[config.mk]
export PLATFORM = sky130hd
export DESIGN_NAME = pipeline_stall_ctrl_flat
export DESIGN_NICKNAME = d
export VERILOG_FILES = /design/src/rtl/pipeline_stall_ctrl_if.sv /design/src/rtl/pipeline_stall_ctrl.sv /design/src/flat_wrapper.sv
export SDC_FILE = /design/constraint.sdc
export NUM_CORES = 1
export LEC_CHECK = 0
export BUFFER_PORTS_ARGS = -buffer_cell sky130_fd_sc_hd__buf_2
export CAP_MARGIN = 25
export CORE_MARGIN = 5
export CORE_UTILIZATION = 60
export CTS_BUF_LIST = sky130_fd_sc_hd__clkbuf_8
export CTS_CLUSTER_DIAMETER = 80
export DETAILED_ROUTE_END_ITERATION = 6
export GPL_TIMING_DRIVEN = 0
export PLACE_DENSITY = 0.86
export SLEW_MARGIN = 20
export SYNTH_ARGS = -nofsm -noshare
export SYNTH_HDL_FRONTEND = slang
export SYNTH_SLANG_ARGS = --single-unit
[constraint.sdc]
create_clock -name clk -period 4.1 [get_ports clk]
set_input_delay 0.615 -clock clk [delete_from_list [all_inputs] [get_ports clk]]
set_output_delay 0.615 -clock clk [all_outputs]
set_load 0.005 [all_outputs]
[src/rtl/pipeline_stall_ctrl_if.sv]
// pipeline_stall_ctrl_if
//   Bundles the hazard/control inputs and the register-enable/flush outputs of
//   the pipeline sequencing controller.
//   master : the pipeline side. It drives the hazard and halt/resume inputs and
//            receives the enables, flushes, status flags and counters.
//   slave  : the controller itself.
//   Signals:
//     load_use, branch_taken, mdu_start, halt_req, go        hazard/control
//     pc_en, if_id_en, id_ex_en, ex_mem_en                    write enables
//     if_id_flush, id_ex_flush, ex_mem_flush                  bubble inserts
//     halted, mdu_busy                                        status
//     cycle_cnt, stall_cnt, flush_cnt                         statistics
interface pipeline_stall_ctrl_if #(
  parameter int CNT_W = 32
);
  logic             load_use;
  logic             branch_taken;
  logic             mdu_start;
  logic             halt_req;
  logic             go;
  logic             pc_en;
  logic             if_id_en;
  logic             id_ex_en;
  logic             ex_mem_en;
  logic             if_id_flush;
  logic             id_ex_flush;
  logic             ex_mem_flush;
  logic             halted;
  logic             mdu_busy;
  logic [CNT_W-1:0] cycle_cnt;
  logic [CNT_W-1:0] stall_cnt;
  logic [CNT_W-1:0] flush_cnt;

  modport master (
    output load_use, branch_taken, mdu_start, halt_req, go,
    input  pc_en, if_id_en, id_ex_en, ex_mem_en,
    input  if_id_flush, id_ex_flush, ex_mem_flush,
    input  halted, mdu_busy, cycle_cnt, stall_cnt, flush_cnt
  );

  modport slave (
    input  load_use, branch_taken, mdu_start, halt_req, go,
    output pc_en, if_id_en, id_ex_en, ex_mem_en,
    output if_id_flush, id_ex_flush, ex_mem_flush,
    output halted, mdu_busy, cycle_cnt, stall_cnt, flush_cnt
  );
endinterface

[src/rtl/pipeline_stall_ctrl.sv]
// pipeline_stall_ctrl
//   Pipeline sequencing controller for the 5-stage MIPS core. Merges load-use,
//   taken-branch, multi-cycle mult/div occupancy and syscall halt/resume into
//   one coherent set of stall enables and flushes for the PC, IF/ID, ID/EX and
//   EX/MEM registers, and keeps cycle/stall/flush statistics.
//   Ports:
//     clk  rising-edge clock
//     rst  synchronous active-high reset
//     bus  pipeline_stall_ctrl_if.slave (hazards in, enables/flushes/status out)
//   Parameters:
//     MDU_LAT  cycles a mult/div occupies EX (1..16; 1 = single cycle)
//     CNT_W    statistics counter width
module pipeline_stall_ctrl #(
  parameter int MDU_LAT = 4,
  parameter int CNT_W   = 32
) (
  input logic                 clk,
  input logic                 rst,
  pipeline_stall_ctrl_if.slave bus
);

  typedef enum logic [1:0] {
    ST_RUN      = 2'd0,
    ST_MDU_BUSY = 2'd1,
    ST_HALT     = 2'd2
  } state_t;

  // The mdu_start cycle is the first stall cycle, so MDU_BUSY covers the
  // remaining MDU_LAT-2 stall cycles before the release cycle.
  localparam logic [3:0] MDU_RELOAD = (MDU_LAT > 1) ? 4'(MDU_LAT - 2) : 4'd0;
  localparam logic       MDU_MULTI  = (MDU_LAT > 1);

  state_t     state_q, state_d;
  logic [3:0] mdu_cnt_q, mdu_cnt_d;
  logic       halt_pend_q, halt_pend_d;

  logic [CNT_W-1:0] cycle_cnt_q, stall_cnt_q, flush_cnt_q;

  logic pc_en, if_id_en, id_ex_en, ex_mem_en;
  logic if_id_flush, id_ex_flush, ex_mem_flush;

  always_comb begin
    // Normal output set and hold-state defaults.
    state_d      = state_q;
    mdu_cnt_d    = mdu_cnt_q;
    halt_pend_d  = halt_pend_q;
    pc_en        = 1'b1;
    if_id_en     = 1'b1;
    id_ex_en     = 1'b1;
    ex_mem_en    = 1'b1;
    if_id_flush  = 1'b0;
    id_ex_flush  = 1'b0;
    ex_mem_flush = 1'b0;

    case (state_q)
      ST_RUN: begin
        if (bus.halt_req) begin
          {pc_en, if_id_en, id_ex_en, ex_mem_en} = 4'b0000;
          state_d = ST_HALT;
        end else if (bus.mdu_start && MDU_MULTI) begin
          // Hold the front end; EX/MEM takes bubbles while the MDU works.
          pc_en        = 1'b0;
          if_id_en     = 1'b0;
          id_ex_en     = 1'b0;
          ex_mem_flush = 1'b1;
          mdu_cnt_d    = MDU_RELOAD;
          state_d      = ST_MDU_BUSY;
        end else if (bus.branch_taken) begin
          // Squash the two wrong-path instructions; a coincident load_use
          // belongs to one of them and is therefore moot.
          if_id_flush = 1'b1;
          id_ex_flush = 1'b1;
        end else if (bus.load_use) begin
          pc_en       = 1'b0;
          if_id_en    = 1'b0;
          id_ex_flush = 1'b1;
        end
      end

      ST_MDU_BUSY: begin
        if (bus.halt_req) begin
          halt_pend_d = 1'b1;
        end
        if (mdu_cnt_q != 4'd0) begin
          pc_en        = 1'b0;
          if_id_en     = 1'b0;
          id_ex_en     = 1'b0;
          ex_mem_flush = 1'b1;
          mdu_cnt_d    = mdu_cnt_q - 4'd1;
        end else begin
          // Release cycle. A halt_req arriving right now is honoured too.
          state_d     = (halt_pend_q || bus.halt_req) ? ST_HALT : ST_RUN;
          halt_pend_d = 1'b0;
        end
      end

      ST_HALT: begin
        {pc_en, if_id_en, id_ex_en, ex_mem_en} = 4'b0000;
        if (bus.go) begin
          state_d = ST_RUN;
        end
      end

      default: begin
        state_d = ST_RUN;
      end
    endcase
  end

  always_ff @(posedge clk) begin
    if (rst) begin
      state_q     <= ST_RUN;
      mdu_cnt_q   <= 4'd0;
      halt_pend_q <= 1'b0;
      cycle_cnt_q <= '0;
      stall_cnt_q <= '0;
      flush_cnt_q <= '0;
    end else begin
      state_q     <= state_d;
      mdu_cnt_q   <= mdu_cnt_d;
      halt_pend_q <= halt_pend_d;
      if (state_q != ST_HALT) begin
        cycle_cnt_q <= cycle_cnt_q + 1'b1;
        if (!pc_en) begin
          stall_cnt_q <= stall_cnt_q + 1'b1;
        end
      end
      if (if_id_flush) begin
        flush_cnt_q <= flush_cnt_q + 1'b1;
      end
    end
  end

  assign bus.pc_en        = pc_en;
  assign bus.if_id_en     = if_id_en;
  assign bus.id_ex_en     = id_ex_en;
  assign bus.ex_mem_en    = ex_mem_en;
  assign bus.if_id_flush  = if_id_flush;
  assign bus.id_ex_flush  = id_ex_flush;
  assign bus.ex_mem_flush = ex_mem_flush;
  assign bus.halted       = (state_q == ST_HALT);
  assign bus.mdu_busy     = (state_q == ST_MDU_BUSY);
  assign bus.cycle_cnt    = cycle_cnt_q;
  assign bus.stall_cnt    = stall_cnt_q;
  assign bus.flush_cnt    = flush_cnt_q;

endmodule

[src/flat_wrapper.sv]
// flat-port wrapper written by rule: the top's interface ports become plain ports
module pipeline_stall_ctrl_flat 
#(
  parameter int MDU_LAT = 4,
  parameter int CNT_W   = 32
)
  (clk, rst, bus_load_use, bus_branch_taken, bus_mdu_start, bus_halt_req, bus_go, bus_pc_en, bus_if_id_en, bus_id_ex_en, bus_ex_mem_en, bus_if_id_flush, bus_id_ex_flush, bus_ex_mem_flush, bus_halted, bus_mdu_busy, bus_cycle_cnt, bus_stall_cnt, bus_flush_cnt);
  pipeline_stall_ctrl_if #(.CNT_W(CNT_W)) bus_i ();
  input logic clk;
  input logic rst;
  input wire logic [$bits(bus_i.load_use)-1:0] bus_load_use;
  input wire logic [$bits(bus_i.branch_taken)-1:0] bus_branch_taken;
  input wire logic [$bits(bus_i.mdu_start)-1:0] bus_mdu_start;
  input wire logic [$bits(bus_i.halt_req)-1:0] bus_halt_req;
  input wire logic [$bits(bus_i.go)-1:0] bus_go;
  output wire logic [$bits(bus_i.pc_en)-1:0] bus_pc_en;
  output wire logic [$bits(bus_i.if_id_en)-1:0] bus_if_id_en;
  output wire logic [$bits(bus_i.id_ex_en)-1:0] bus_id_ex_en;
  output wire logic [$bits(bus_i.ex_mem_en)-1:0] bus_ex_mem_en;
  output wire logic [$bits(bus_i.if_id_flush)-1:0] bus_if_id_flush;
  output wire logic [$bits(bus_i.id_ex_flush)-1:0] bus_id_ex_flush;
  output wire logic [$bits(bus_i.ex_mem_flush)-1:0] bus_ex_mem_flush;
  output wire logic [$bits(bus_i.halted)-1:0] bus_halted;
  output wire logic [$bits(bus_i.mdu_busy)-1:0] bus_mdu_busy;
  output wire logic [$bits(bus_i.cycle_cnt)-1:0] bus_cycle_cnt;
  output wire logic [$bits(bus_i.stall_cnt)-1:0] bus_stall_cnt;
  output wire logic [$bits(bus_i.flush_cnt)-1:0] bus_flush_cnt;
  assign bus_i.load_use = bus_load_use;
  assign bus_i.branch_taken = bus_branch_taken;
  assign bus_i.mdu_start = bus_mdu_start;
  assign bus_i.halt_req = bus_halt_req;
  assign bus_i.go = bus_go;
  assign bus_pc_en = bus_i.pc_en;
  assign bus_if_id_en = bus_i.if_id_en;
  assign bus_id_ex_en = bus_i.id_ex_en;
  assign bus_ex_mem_en = bus_i.ex_mem_en;
  assign bus_if_id_flush = bus_i.if_id_flush;
  assign bus_id_ex_flush = bus_i.id_ex_flush;
  assign bus_ex_mem_flush = bus_i.ex_mem_flush;
  assign bus_halted = bus_i.halted;
  assign bus_mdu_busy = bus_i.mdu_busy;
  assign bus_cycle_cnt = bus_i.cycle_cnt;
  assign bus_stall_cnt = bus_i.stall_cnt;
  assign bus_flush_cnt = bus_i.flush_cnt;
  pipeline_stall_ctrl #(.MDU_LAT(MDU_LAT), .CNT_W(CNT_W)) u_core (.clk(clk), .rst(rst), .bus(bus_i));
endmodule
## Word level (Yosys, flattened, before mapping)

Cells that the tools add are included.

| cells by class | value |
|---|---|
| add/sub/neg operators | 4 |
| equality and inequality tests | 10 |
| mux-type cells | 36 |
| bitwise logic cells | 1 |
| reductions and logical operators | 8 |

Operator list:

| kind | number |
|---|---|
| 32-bit by 1-bit adder with 32-bit output, second input constant | 3 |
| 1-bit 2-to-1 mux | 22 |
| 4-bit 2-to-1 mux | 3 |
| 2-bit != test, second input constant | 6 |
| 2-bit 2-to-1 mux | 5 |
| 4-bit case mux with 2 select lines | 1 |
| 1-bit case mux with 3 select lines | 2 |
| 2-bit case mux with 3 select lines | 1 |
| 1-bit case mux with 2 select lines | 2 |
| 2-bit AND reduction | 2 |
| 4-bit AND reduction | 1 |
| 4-bit nonzero test | 1 |
| 4-bit by 1-bit subtractor with 4-bit output, second input constant | 1 |
| 3-bit != test, second input constant | 1 |
| 3-bit AND reduction | 1 |
| 2-bit by 1-bit equality test with 1-bit output, second input constant | 1 |
| 2-bit equality test, second input constant | 1 |
| 2-bit zero test | 1 |
| 2-bit by 1-bit != test with 1-bit output, second input constant | 1 |
| 2-bit nonzero test | 1 |
| 1-bit logical OR | 1 |
| 1-bit inverter | 1 |

| word-level totals | value |
|---|---|
| register bits | 103 |
| input bits | 7 |

## Logic depth before layout (Yosys ltp)

Gate-level depths: netlist of the first run.

| logic depth | value |
|---|---|
| word-level depth | 7 |
| mapped depth | 8 |

## Worst setup path before layout of the first run

OpenSTA, ideal clock, no wires.

| timing path | value |
|---|---|
| kind | input port to output port |
| from | input port bus_halt_req |
| to | output port bus_pc_en |
| data arrival time | 1.675 ns |
| slack | 1.810 ns |
| stages | 4 |
| path buffers | 2 |
| cell sequence | or4_1 -> clkbuf_1 -> o21ai_0 -> buf_4 |

| between the ends | value |
|---|---|
| cells in the longest elaborated chain, start to end | 2 |

Ends and longest elaborated chain:

| what | RTL line | RTL |
|---|---|---|
| start, declared | flat_wrapper.sv:14 | `input wire logic [$bits(bus_i.halt_req)-1:0] bus_halt_req;` |
| 1-bit 2-to-1 mux | -- |  |
| 1-bit case mux with 3 select lines | -- |  |
| end, declared | flat_wrapper.sv:16 | `output wire logic [$bits(bus_i.pc_en)-1:0] bus_pc_en;` |

No other way between the ends.

## Final worst setup path of the first run

| timing path | value |
|---|---|
| from | register u_core.state_q[1] |
| to | output port bus_pc_en |

| between the ends | value |
|---|---|
| cells in the longest elaborated chain, start to end | 2 |
| elaborated cells between the ends (all ways) | 4 |

Ends and longest elaborated chain:

| what | RTL line | RTL |
|---|---|---|
| start, declared | pipeline_stall_ctrl.sv:33 | `state_t state_q, state_d;` |
| start signal, assigned | pipeline_stall_ctrl.sv:119 | `state_q <= state_d;` |
| 2-bit equality test, or another cell as far along | pipeline_stall_ctrl.sv:55 | `case (state_q)` |
| 1-bit case mux with 3 select lines * | pipeline_stall_ctrl.sv:55 |  |

Mark *: on every way between the ends. The rest lies on a longest branch, timed or not.

==> results by group, run 1 <==
Finish
  – Fin nets: 771
  – Antenna cell count: 0
  – Area Growth Syn to Fin: 16.19%
  – Ratio of cells with drive above 1 in the final layout: about 20%

Power
  – Static Leak: around 2.4 nW
  – Pwr dens: 293.8 nW/um^2
  – Worst vdd ir: 151.2 uV
  – Power, Total: around 1.8 mW

GRT
  – Largest net degree at the start of global routing: 16
  – First-pass GRT wire length: 23.65 mm
  – Total gr overflow: 0
  – Initial antenna violation count: 1
  – Aggregate global-route resource usage: between 20 and 30%
  – Vias in the first global route: between 5000 and 6000

Clock tree
  – Resize count post-CTS: 0
  – CTS tree: built
  – Hold bufs inserted after CTS: 0
  – Num CTS Buffers: 9
  – Clock slew at reported path FFs: around 90 ps
  – Clk_lat worst skew: ~380 ps
  – Setup Fix Bufs, Post-CTS: 0
  – Root buffer cell: clkbuf_8
  – H-tree depth: 3
  – Clk sinks: 103
  – Longest Clk Path Bufs: 2

Detailed routing
  – Detailed Route Iter0 Violations: 415
  – 1st-pass router iterations: 5
  – Antenna-violating nets left: 0
  – Avg Vias per Cell: roughly 6.4
  – # DRC: 0
  – Routed len/inst: around 16 microns
  – Drt total wl: about 14 mm
  – DR vias: 5555

Logic synthesis
  – Most frequent cell after synthesis: dfxtp_1
  – Post-synth EDFFs: 0
  – Area leader, netlist: dfxtp_1
  – Synth top area cells: dfxtp_1, or4_1, a21oi_1
  – Seq cells post-synth: between 100 and 150
  – Synth top area share: between 30% and 40%
  – Post-Syn Instances: 640
  – Library cells used by synthesis: between 40 and 50
  – Post-synthesis sequential area ratio: a little under 40%
  – Yosys Warn Count: 0
  – Syn Area/Cell: roughly 8.4 sq um
  – Syn Nets: about 650
  – Synth async-reset ratio: 0%
  – Post-synth top flop: dfxtp_1
  – Most common library cells after synthesis: dfxtp_1, a21oi_1, nor2_1
  – Mapped Area: 5348 sq um

Setup path
  – Critical Path Source Type: register
  – Crit end category: primary output
  – Critical path launch point: u_core.state_q[1]
  – WP data arrival: approximately 2300 ps
  – Worst endpoint required time: 3480 ps
  – R2R depth: 8
  – Worst R2R Setup Slack: about 1700 ps
  – Worst path depth: 6
  – CP cell instances: clkbuf_1 > clkbuf_1 > o21ai_0 > o21ai_0 > buf_4 > buf_2
  – Reg2reg start: u_core.mdu_cnt_q[0]
  – Top Family by Delay on Critical Path: buffers and inverters
  – Critical path buffers and inverters: 4
  – Worst-path maximum fanout: 10
  – CP max stage delay: approximately 470 ps
  – Slowest cell on crit path: dfxtp_1
  – End point of the critical path: bus_pc_en
  – Reg-to-Reg End: u_core.bus.stall_cnt[31]
  – Setup CP Type: register to primary output

Floorplan
  – DIE HEIGHT: 104.4 microns
  – Initial Util: about three fifths
  – IO Count: between 100 and 150
  – Core area: 8721 sq um
  – # rows: 34
  – Die Span X: between 100 and 150 microns
  – Die area: 10900 sq um

STA
  – Unrepaired setup endpoints after global routing: false
  – Maximum clock rate: around 340 MHz
  – Clock skew: 17.49 ps
  – Final Critical Period: 2907 ps
  – Hold WS: between 400 and 500 ps
  – Slew Limit Fails: 0
  – Post-route setup slack: around 1200 ps
  – Final worst path period share: a little under three quarters
  – Worst slew pin tran: 731.9 ps
  – Slew HR: just over 50%
  – Final hold viol count: 0
  – Setup_tns: 0 ps
  – Final setup viols: 0

Run
  – Maxcap violations: 0

Placement
  – Final estimated routing congestion in global placement: around 0.91
  – Port bufs: between 100 and 150
  – Final HPWL DP: between 10 and 15 mm
  – Setup WS pre-CTS: 1448 ps

Min path
  – Worst min path class: register to register

Outcome
  – Outcome: completed
## layout make-up
class | instances | area, sq um
clock inverters | 4 | 47.55
repair buffers | 109 | 545.5
inverters | 14 | 52.55
clock buffers | 10 | 137.6
multi-input cells | 476 | 3034
fillers | 709 | 2507
plain buffers | 47 | 198.9
well taps | 108 | 135.1
flip-flops and latches | 103 | 2062
## per-layer routing
layer | vias up | share of wire [%] | wire [microns] | GRT usage (%)
li1 | 2651 | - | - | -
met1 | 2626 | 42 | 5996 | 32.61
met2 | 242 | 48 | 6868 | 41.99
met3 | 34 | 7.7 | 1104 | 4.035
met4 | 2 | 2.3 | 325 | 10.55
met5 | - | 0.049 | 7 | 0
## worst min-delay path, stage by stage (launching register included)
cell,delay [ps]
dfxtp_1,330
o31ai_1,60
a21oi_1,50
## cells in the final DEF (no fill, tap or decap), types with 11 or more instances in the layout
cell type	count
xor2_1	14
and4_1	16
clkbuf_1	36
nand3_1	32
mux2_2	15
inv_1	14
dfxtp_1	103
nand4_1	31
a21oi_1	60
nor4_1	18
nand2_1	34
o21ai_0	16
nor2_1	48
and2_1	11
o31ai_1	40
or3_1	15
nor2b_1	22
or4_1	45
buf_2	115
## power by group
group	total [mW]	internal [mW]	switching (mW)
Clock	0.628	0.290	0.337
Combinational	0.163	0.0588	0.104
Sequential	1.03	1.02	0.0190
Total	1.83	1.36	0.461
## state kept, by name (all words and copies together), names as in the netlist
register,flops
u_core.bus.cycle_cnt,32
u_core.bus.stall_cnt,32
u_core.state_q,2
u_core.bus.flush_cnt,32
u_core.halt_pend_q,1
u_core.mdu_cnt_q,4
## cell families after synthesis
group,count (synthesis),share of synthesized area [%]
xor+xnor,18,2.948
simple gates,300,33.04
compound gates,132,15.21
buf+inv,61,4.703
fa+ha+maj,4,0.9359
flops,103,38.56
mux,22,4.609
## per-stage QoR
step	util [%]	instance area (sq um)	cells
final	71.25	6213	871
after global routing	71.25	6213	871
after CTS	71.25	6213	871
after detailed placement	69.12	6028	857
after global placement	69.12	6028	857
after floorplan	-	5348	640
## worst min-delay path by stage
stage	startpoint	to	slack, ps	cells past startpoint
2_1_floorplan	u_core.mdu_cnt_q[0]	u_core.mdu_cnt_q[0]	460	2
3_3_place_gp	u_core.bus.flush_cnt[31]	u_core.bus.flush_cnt[31]	460	2
3_5_place_dp	u_core.bus.flush_cnt[31]	u_core.bus.flush_cnt[31]	470	2
4_1_cts	u_core.bus.flush_cnt[31]	u_core.bus.flush_cnt[31]	480	2
5_1_grt	u_core.bus.flush_cnt[31]	u_core.bus.flush_cnt[31]	500	2
6_report	u_core.bus.flush_cnt[31]	u_core.bus.flush_cnt[31]	480	2
(Power assumes the default switching activity.)
==> run 2, diff against run 1 <==
--- a/config.mk
+++ b/config.mk
@@ -5,15 +5,16 @@
 export SDC_FILE = /design/constraint.sdc
 export NUM_CORES = 1
 export LEC_CHECK = 0
+export ABC_AREA = 1
 export BUFFER_PORTS_ARGS = -buffer_cell sky130_fd_sc_hd__buf_2
 export CAP_MARGIN = 25
 export CORE_MARGIN = 5
-export CORE_UTILIZATION = 60
+export CORE_UTILIZATION = 58
 export CTS_BUF_LIST = sky130_fd_sc_hd__clkbuf_8
 export CTS_CLUSTER_DIAMETER = 80
 export DETAILED_ROUTE_END_ITERATION = 6
 export GPL_TIMING_DRIVEN = 0
-export PLACE_DENSITY = 0.86
+export PLACE_DENSITY = 0.83
 export SLEW_MARGIN = 20
 export SYNTH_ARGS = -nofsm -noshare
 export SYNTH_HDL_FRONTEND = slang
==> constraint.sdc (replaced) <==
create_clock -name clk -period 2.8 [get_ports clk]
set_input_delay 0.42 -clock clk [delete_from_list [all_inputs] [get_ports clk]]
set_output_delay 0.42 -clock clk [all_outputs]
set_load 0.005 [all_outputs]
==> results by group, run 2 <==
Outcome
  – Outcome: completed

Setup path
  – CP max stage delay: 340 ps (-130 ps)
  – Setup CP Type: register to primary output
  – Critical Path Source Type: register
  – CP dominant cell by count: nand2_1
  – WP data arrival: 1700 ps (-590 ps)
  – Critical path launch point: u_core.mdu_cnt_q[0]
  – CP cell instances: inv_1 > ha_1 > nand2_1 > nand2_1 > nand2_2 > nand2_8 > buf_4 > buf_2
  – Worst-path maximum fanout: 9 (-1)
  – Worst endpoint required time: 2380 ps (-1100 ps)
  – Top Family by Delay on Critical Path: simple AND/OR/NAND/NOR gates
  – Slowest cell on crit path: dfxtp_1
  – Critical path buffers and inverters: 3 (-1)
  – Crit end category: primary output
  – Reg2reg start: u_core.bus.cycle_cnt[0]

STA
  – Worst slew pin tran: 731.0 ps (-0.9539 ps)
  – Final worst path period share: roughly three quarters
  – Unrepaired setup endpoints after global routing: false
  – Final setup viols: 0 (unchanged)
  – Clock skew: 9.846 ps (-7.641 ps)
  – Final Critical Period: 2120 ps
  – Final hold viol count: 0 (unchanged)
  – Setup_tns: 0 ps (unchanged)
  – Slew HR: 51.27% (+0.36 points)
  – Slew Limit Fails: 0 (unchanged)
  – Maximum clock rate: ~470 MHz

Clock tree
  – Clk sinks: 103 (unchanged)
  – Num CTS Buffers: 9 (unchanged)
  – Clk_lat worst skew: 370 ps (about the same)
  – Longest Clk Path Bufs: 2 (unchanged)
  – H-tree depth: 3 (unchanged)
  – Setup Fix Bufs, Post-CTS: 0 (unchanged)
  – Root buffer cell: clkbuf_8
  – CTS tree: built
  – Clock slew at reported path FFs: 100 ps (about the same)
  – Hold bufs inserted after CTS: 0 (unchanged)
  – Resize count post-CTS: 0 (unchanged)

Detailed routing
  – Avg Vias per Cell: 5.223 (-18%)
  – Detailed Route Iter0 Violations: 420 (+1.2%)
  – Antenna-violating nets left: 0 (unchanged)
  – 1st-pass router iterations: 5 (unchanged)
  – Drt total wl: 15.60 mm (+9.1%)
  – DR vias: 6127 (+10%)
  – Routed len/inst: 13.30 microns (-19%)
  – # DRC: 0 (unchanged)

Placement
  – Final estimated routing congestion in global placement: 0.9420 (+4.0%)
  – Final HPWL DP: 11.98 mm (+14%)
  – Port bufs: 110 (+0.92%)
  – Area after DPL: 6558 sq um (+8.8%)

Run
  – Maxcap violations: 0 (unchanged)

Min path
  – Worst min path class: input pin to register
  – Hold Path Origin: bus_go

Logic synthesis
  – Yosys Warn Count: 0 (unchanged)
  – Post-synth top flop: dfxtp_1
  – Mapped Area: 5841 sq um (+9.2%)
  – Seq cells post-synth: 103 (unchanged)
  – Post-Syn Instances: 914 (+43%)
  – Post-synthesis sequential area ratio: 35.30% (-3.3 points)
  – Syn Area/Cell: 6.390 sq um (-24%)
  – Area leader, netlist: dfxtp_1
  – Synth top area share: 35.30% (-3.3 points)
  – Syn Nets: 925 (+42%)
  – Post-synth EDFFs: 0 (unchanged)
  – Synth async-reset ratio: 0% (unchanged)
  – Library cells used by synthesis: 39 (-19%)
  – Synth top area cells: dfxtp_1, nand2_1, nor2_1
  – Most frequent cell after synthesis: nand2_1
  – Most common library cells after synthesis: nand2_1, nor2_1, inv_1

Floorplan
  – Die Span X: 110.4 microns (+5.7%)
  – DIE HEIGHT: 110.4 microns (+5.7%)
  – IO Count: 112 (unchanged)
  – Initial Util: 59.48% (-1.8 points)
  – Core area: 9819 sq um (+13%)
  – # rows: 36 (+5.9%)
  – Die area: 12180 sq um (+12%)

Finish
  – Fin nets: 1046 (+36%)
  – Area Growth Syn to Fin: 16.07%
  – Most common cell after layout, fill and taps aside: nand2_1
  – Post-Layout Inst Area: 6779 sq um (+9.1%)
  – Ratio of cells with drive above 1 in the final layout: 17.12% (-3.2 points)
  – Commonest non-fill, non-tap cells in the layout: nand2_1, nor2_1, inv_1
  – Antenna cell count: 0 (unchanged)

Power
  – Pwr dens: 421.4 nW/um^2 (+43%)
  – Worst vdd ir: 292.6 uV (+94%)
  – Static Leak: 2.980 nW (+24%)

GRT
  – Total gr overflow: 0 (unchanged)
  – M3 GR Usage: 3.553% (-0.48 points)
  – Met2 Use GR: 43.80% (+1.8 points)
  – GR Util met1: 34.92% (+2.3 points)
  – Initial antenna violation count: 0 (-1)
  – Vias in the first global route: 5514 (+8.2%)
  – First-pass GRT wire length: 25.76 mm (+9.0%)
  – Largest net degree at the start of global routing: 17 (+1)
  – Aggregate global-route resource usage: 26.35% (+1.0 points)
  – Grt peak-use layer: met2
[run 2: cell types whose count changed in the layout (fill, tap and decap cells not counted), moves of 24 or more]
cell | before | now
clkbuf_1 | 36 | 7
inv_1 | 14 | 119
nand2_1 | 34 | 236
nand3_1 | 32 | 61
nor2_1 | 48 | 175
nor3_1 | 3 | 27
o31ai_1 | 40 | 0
or4_1 | 45 | 0
[run 2: stage by stage]
step	setup WS [ps]	utilization, %	cells	power (mW)	hold slack (ps)
2_1_floorplan	1253	-	914	1.743	421.4
3_3_place_gp	923.3	66.78	1157	1.831	435.6
3_5_place_dp	923.6	66.78	1157	1.835	447.4
4_1_cts	676.5	69.04	1173	2.876	319.3
5_1_grt	575.2	69.04	1173	2.975	329.0
6_report	680.1	69.04	1173	2.857	330.0
[run 2: worst register-to-register path: cells and delay by family (launching register included)]
family        cells  cell delay [ps]
fa+ha+maj         1              230
buf+inv           1               40
flops             1              530
simple gates      6              900
[run 2: report_power, final]
part | internal [mW] | switching (mW) | leakage (nW)
clock | 0.526 | 0.527 | 0.115
combinational | 0.0973 | 0.186 | 2.03
sequential | 1.49 | 0.0322 | 0.832
[run 2: logic make-up (layout without fill, tap and decap cells)]
group,after synthesis,in the layout,synth area share (%)
xor+xnor,12,12,1.799
simple gates,570,570,44.52
fa+ha+maj,4,4,0.8569
buf+inv,137,263,9.404
compound gates,88,88,8.119
flops,103,103,35.30
[run 2: path summary, 6_finish.rpt]
kind / endpoint / slack (ps) / depth (start not counted)
min reg2reg: u_core.halt_pend_q / 460 / 2
min: u_core.state_q[1] / 330 / 3
max reg2reg: u_core.bus.cycle_cnt[24] / 1060 / 8
max: bus_pc_en / 680 / 8
[run 2: per-layer routing]
metal,vias up,share of wire [%]
li1,3133,-
met1,2763,45
met2,203,47
met3,28,6.1
met4,0,2.1
met5,-,0
[run 2: area by class of cell]
class | count | area, sq um
clock buffer | 10 | 137.6
sequential | 103 | 2062
buffer | 16 | 95.09
fill | 946 | 3040
tap | 133 | 166.4
timing repair buffer | 110 | 550.5
clock inverter | 6 | 83.83
multi-input combinational | 674 | 3229
inverter | 121 | 454.2
==> run 3, diff against run 2 <==
--- a/config.mk
+++ b/config.mk
@@ -5,11 +5,11 @@
 export SDC_FILE = /design/constraint.sdc
 export NUM_CORES = 1
 export LEC_CHECK = 0
-export ABC_AREA = 1
+export ABC_AREA = 0
 export BUFFER_PORTS_ARGS = -buffer_cell sky130_fd_sc_hd__buf_2
 export CAP_MARGIN = 25
 export CORE_MARGIN = 5
-export CORE_UTILIZATION = 58
+export CORE_UTILIZATION = 57
 export CTS_BUF_LIST = sky130_fd_sc_hd__clkbuf_8
 export CTS_CLUSTER_DIAMETER = 80
 export DETAILED_ROUTE_END_ITERATION = 6
==> constraint.sdc (replaced) <==
create_clock -name clk -period 2.17 [get_ports clk]
set_input_delay 0.3255 -clock clk [delete_from_list [all_inputs] [get_ports clk]]
set_output_delay 0.3255 -clock clk [all_outputs]
set_load 0.005 [all_outputs]
==> results by group, run 3 (same netlist as run 1, synthesis figures left out) <==
Placement
  – Dpl cells: 860 (-26%)
  – Port bufs: 109 (-0.91%)
  – Final HPWL DP: 10.62 mm (-11%)
  – Final estimated routing congestion in global placement: 0.9272 (-1.6%)

GRT
  – Grt peak-use layer: met2
  – Met2 Use GR: 43.39% (-0.41 points)
  – Vias in the first global route: 5299 (-3.9%)
  – M3 GR Usage: 4.395% (+0.84 points)
  – First-pass GRT wire length: 25.06 mm (-2.7%)
  – Aggregate global-route resource usage: 26.23% (-0.12 points)
  – Total gr overflow: 0 (unchanged)
  – Initial antenna violation count: 1 (+1)
  – GR Util met1: 34.15% (-0.76 points)
  – Largest net degree at the start of global routing: 18 (+1)

Outcome
  – Outcome: complete, but fails checks
  – Failing checks: setup timing

Clock tree
  – Num CTS Buffers: 9 (unchanged)
  – Clock slew at reported path FFs: 110 ps (about the same)
  – Hold bufs inserted after CTS: 0 (unchanged)
  – Clk_lat worst skew: 380 ps (about the same)
  – Longest Clk Path Bufs: 2 (unchanged)
  – H-tree depth: 3 (unchanged)
  – Clk sinks: 103 (unchanged)
  – Root buffer cell: clkbuf_8
  – CTS tree: built

Floorplan
  – Die area: 11420 sq um (-6.2%)
  – Die Span X: 106.9 microns (-3.2%)
  – IO Count: 112 (unchanged)
  – # rows: 35 (-2.8%)
  – Core area: 9196 sq um (-6.3%)
  – DIE HEIGHT: 106.9 microns (-3.2%)
  – Initial Util: 58.15% (-1.3 points)

Setup path
  – CP cell instances: buf_2 > clkbuf_4 > o21ai_1 > o21ai_2 > buf_4 > buf_2
  – Setup CP Type: register to primary output
  – Critical path launch point: u_core.state_q[1]
  – Critical Path Source Type: register
  – Crit end category: primary output
  – CP max stage delay: 390 ps (+50 ps)
  – Slowest cell on crit path: dfxtp_2
  – Worst endpoint required time: 1840 ps (-540 ps)
  – Reg2reg start: u_core.mdu_cnt_q[0]
  – Worst-path maximum fanout: 10 (+1)
  – CP dominant cell by count: buf_2
  – WP data arrival: 1850 ps (+150 ps)
  – R2R depth: 7 (-1)

STA
  – Slew HR: 57.44% (+6.2 points)
  – Maximum clock rate: 459.6 MHz
  – Worst slew pin tran: 637.1 ps (-93.89 ps)
  – Unrepaired setup endpoints after global routing: true
  – Final setup viols: 1 (+1)
  – Final hold viol count: 0 (unchanged)
  – Clock skew: 15.79 ps (+5.940 ps)
  – Post-route setup slack: -5.788 ps (-685.8 ps)
  – Slew Limit Fails: 0 (unchanged)
  – Final worst path period share: 100.3%
  – Final Critical Period: 2176 ps

Detailed routing
  – Avg Vias per Cell: 6.419 (+23%)
  – Antenna-violating nets left: 0 (unchanged)
  – DR vias: 5623 (-8.2%)
  – Routed len/inst: 17.64 microns (+33%)
  – # DRC: 0 (unchanged)
  – 1st-pass router iterations: 5 (unchanged)
  – Drt total wl: 15.45 mm (-0.96%)
  – Detailed Route Iter0 Violations: 423 (+0.71%)

Power
  – Static Leak: 2.547 nW (-15%)
  – Pwr dens: 585.6 nW/um^2 (+39%)
  – Worst vdd ir: 428.8 uV (+47%)
  – Power, Total: 3.842 mW (+34%)

Min path
  – Worst min path class: input pin to register
  – WHS Path Cells: 4 (+1)
  – Hold Path Origin: bus_go

Finish
  – Number of fill cells: 738 (-22%)
  – Commonest non-fill, non-tap cells in the layout: buf_2, dfxtp_1, a21oi_1
  – Fin nets: 771 (-26%)
  – Non-filler instance count after layout: 876 (-25%)
  – Ratio of cells with drive above 1 in the final layout: 26.67% (+9.6 points)
  – Antenna cell count: 0 (unchanged)
  – Area Growth Syn to Fin: 22.67%
  – Most common cell after layout, fill and taps aside: buf_2

Run
  – Maxcap violations: 0 (unchanged)
run 3: cell count changes in the layout (fill, tap and decap cells not counted), sizes merged, moves of 15 or more:
cell    before  now
and4         0   16
clkbuf      17   39
inv        124   16
mux2         0   21
nand2      244   34
nand3       67   32
nor2       197   48
nor2b        0   22
nor3        27    3
nor4         0   19
o31ai        0   40
or3          0   15
or4          0   45
run 3: path summary, 6_finish.rpt:
| check | endpoint | slack, ps |
|---|---|---|
| worst min-delay path | u_core.state_q[1] | 290 |
| worst max-delay path | bus_pc_en | -6 |
| worst max register to register | u_core.bus.stall_cnt[16] | 50 |
| worst min register to register | u_core.bus.flush_cnt[31] | 490 |
run 3: per-layer routing:
layer | part of all wire [%] | up-vias
met5 | 0.071 | -
met4 | 1.9 | 2
met3 | 7.5 | 29
met2 | 48 | 247
met1 | 43 | 2689
li1 | - | 2656
run 3: repair_timing:
item,in CTS,in global routing
endpoints found under the setup margin,52,62
gates resized for setup,30,48
cloned,1,0
pin swaps,3,5
buffers inserted,3,1
run 3: area by class of cell:
cell class	instances	area, sq um	share of cell area [%]
multi-input combinational	476	3244	49.46
sequential	103	2071	31.57
timing repair buffer	114	583.1	8.888
buffer	42	217.7	3.319
tap	111	138.9	2.117
clock buffer	10	137.6	2.098
clock inverter	6	115.1	1.755
inverter	14	52.55	0.8011
run 3: per-stage QoR:
stage	hold WS [ps]	TNS, ps	instance area [sq um]	setup WS (ps)	util, %
after detailed placement	482.1	-3534	6032	-289.3	65.59
final	294.8	-5.788	6560	-5.788	71.33
after CTS	281.8	0	6411	7.617	69.71
after global routing	324.1	-171.0	6560	-45.90	71.33
after global placement	463.9	-986.3	6032	-225.5	65.59
after floorplan	462.5	0	5348	68.86	-
run 3: report_power, final:
| part | total (mW) | internal, mW | switching, mW |
|---|---|---|---|
| Combinational | 0.353 | 0.137 | 0.216 |
| Clock | 1.52 | 0.809 | 0.711 |
| Sequential | 1.97 | 1.92 | 0.0474 |
| Total | 3.84 | 2.87 | 0.974 |
run 3: critical path, delay by kind of cell, from the launching register on:
family	cells	cell delay, ps
flops	1	390
buf+inv	4	660
compound gates	2	420
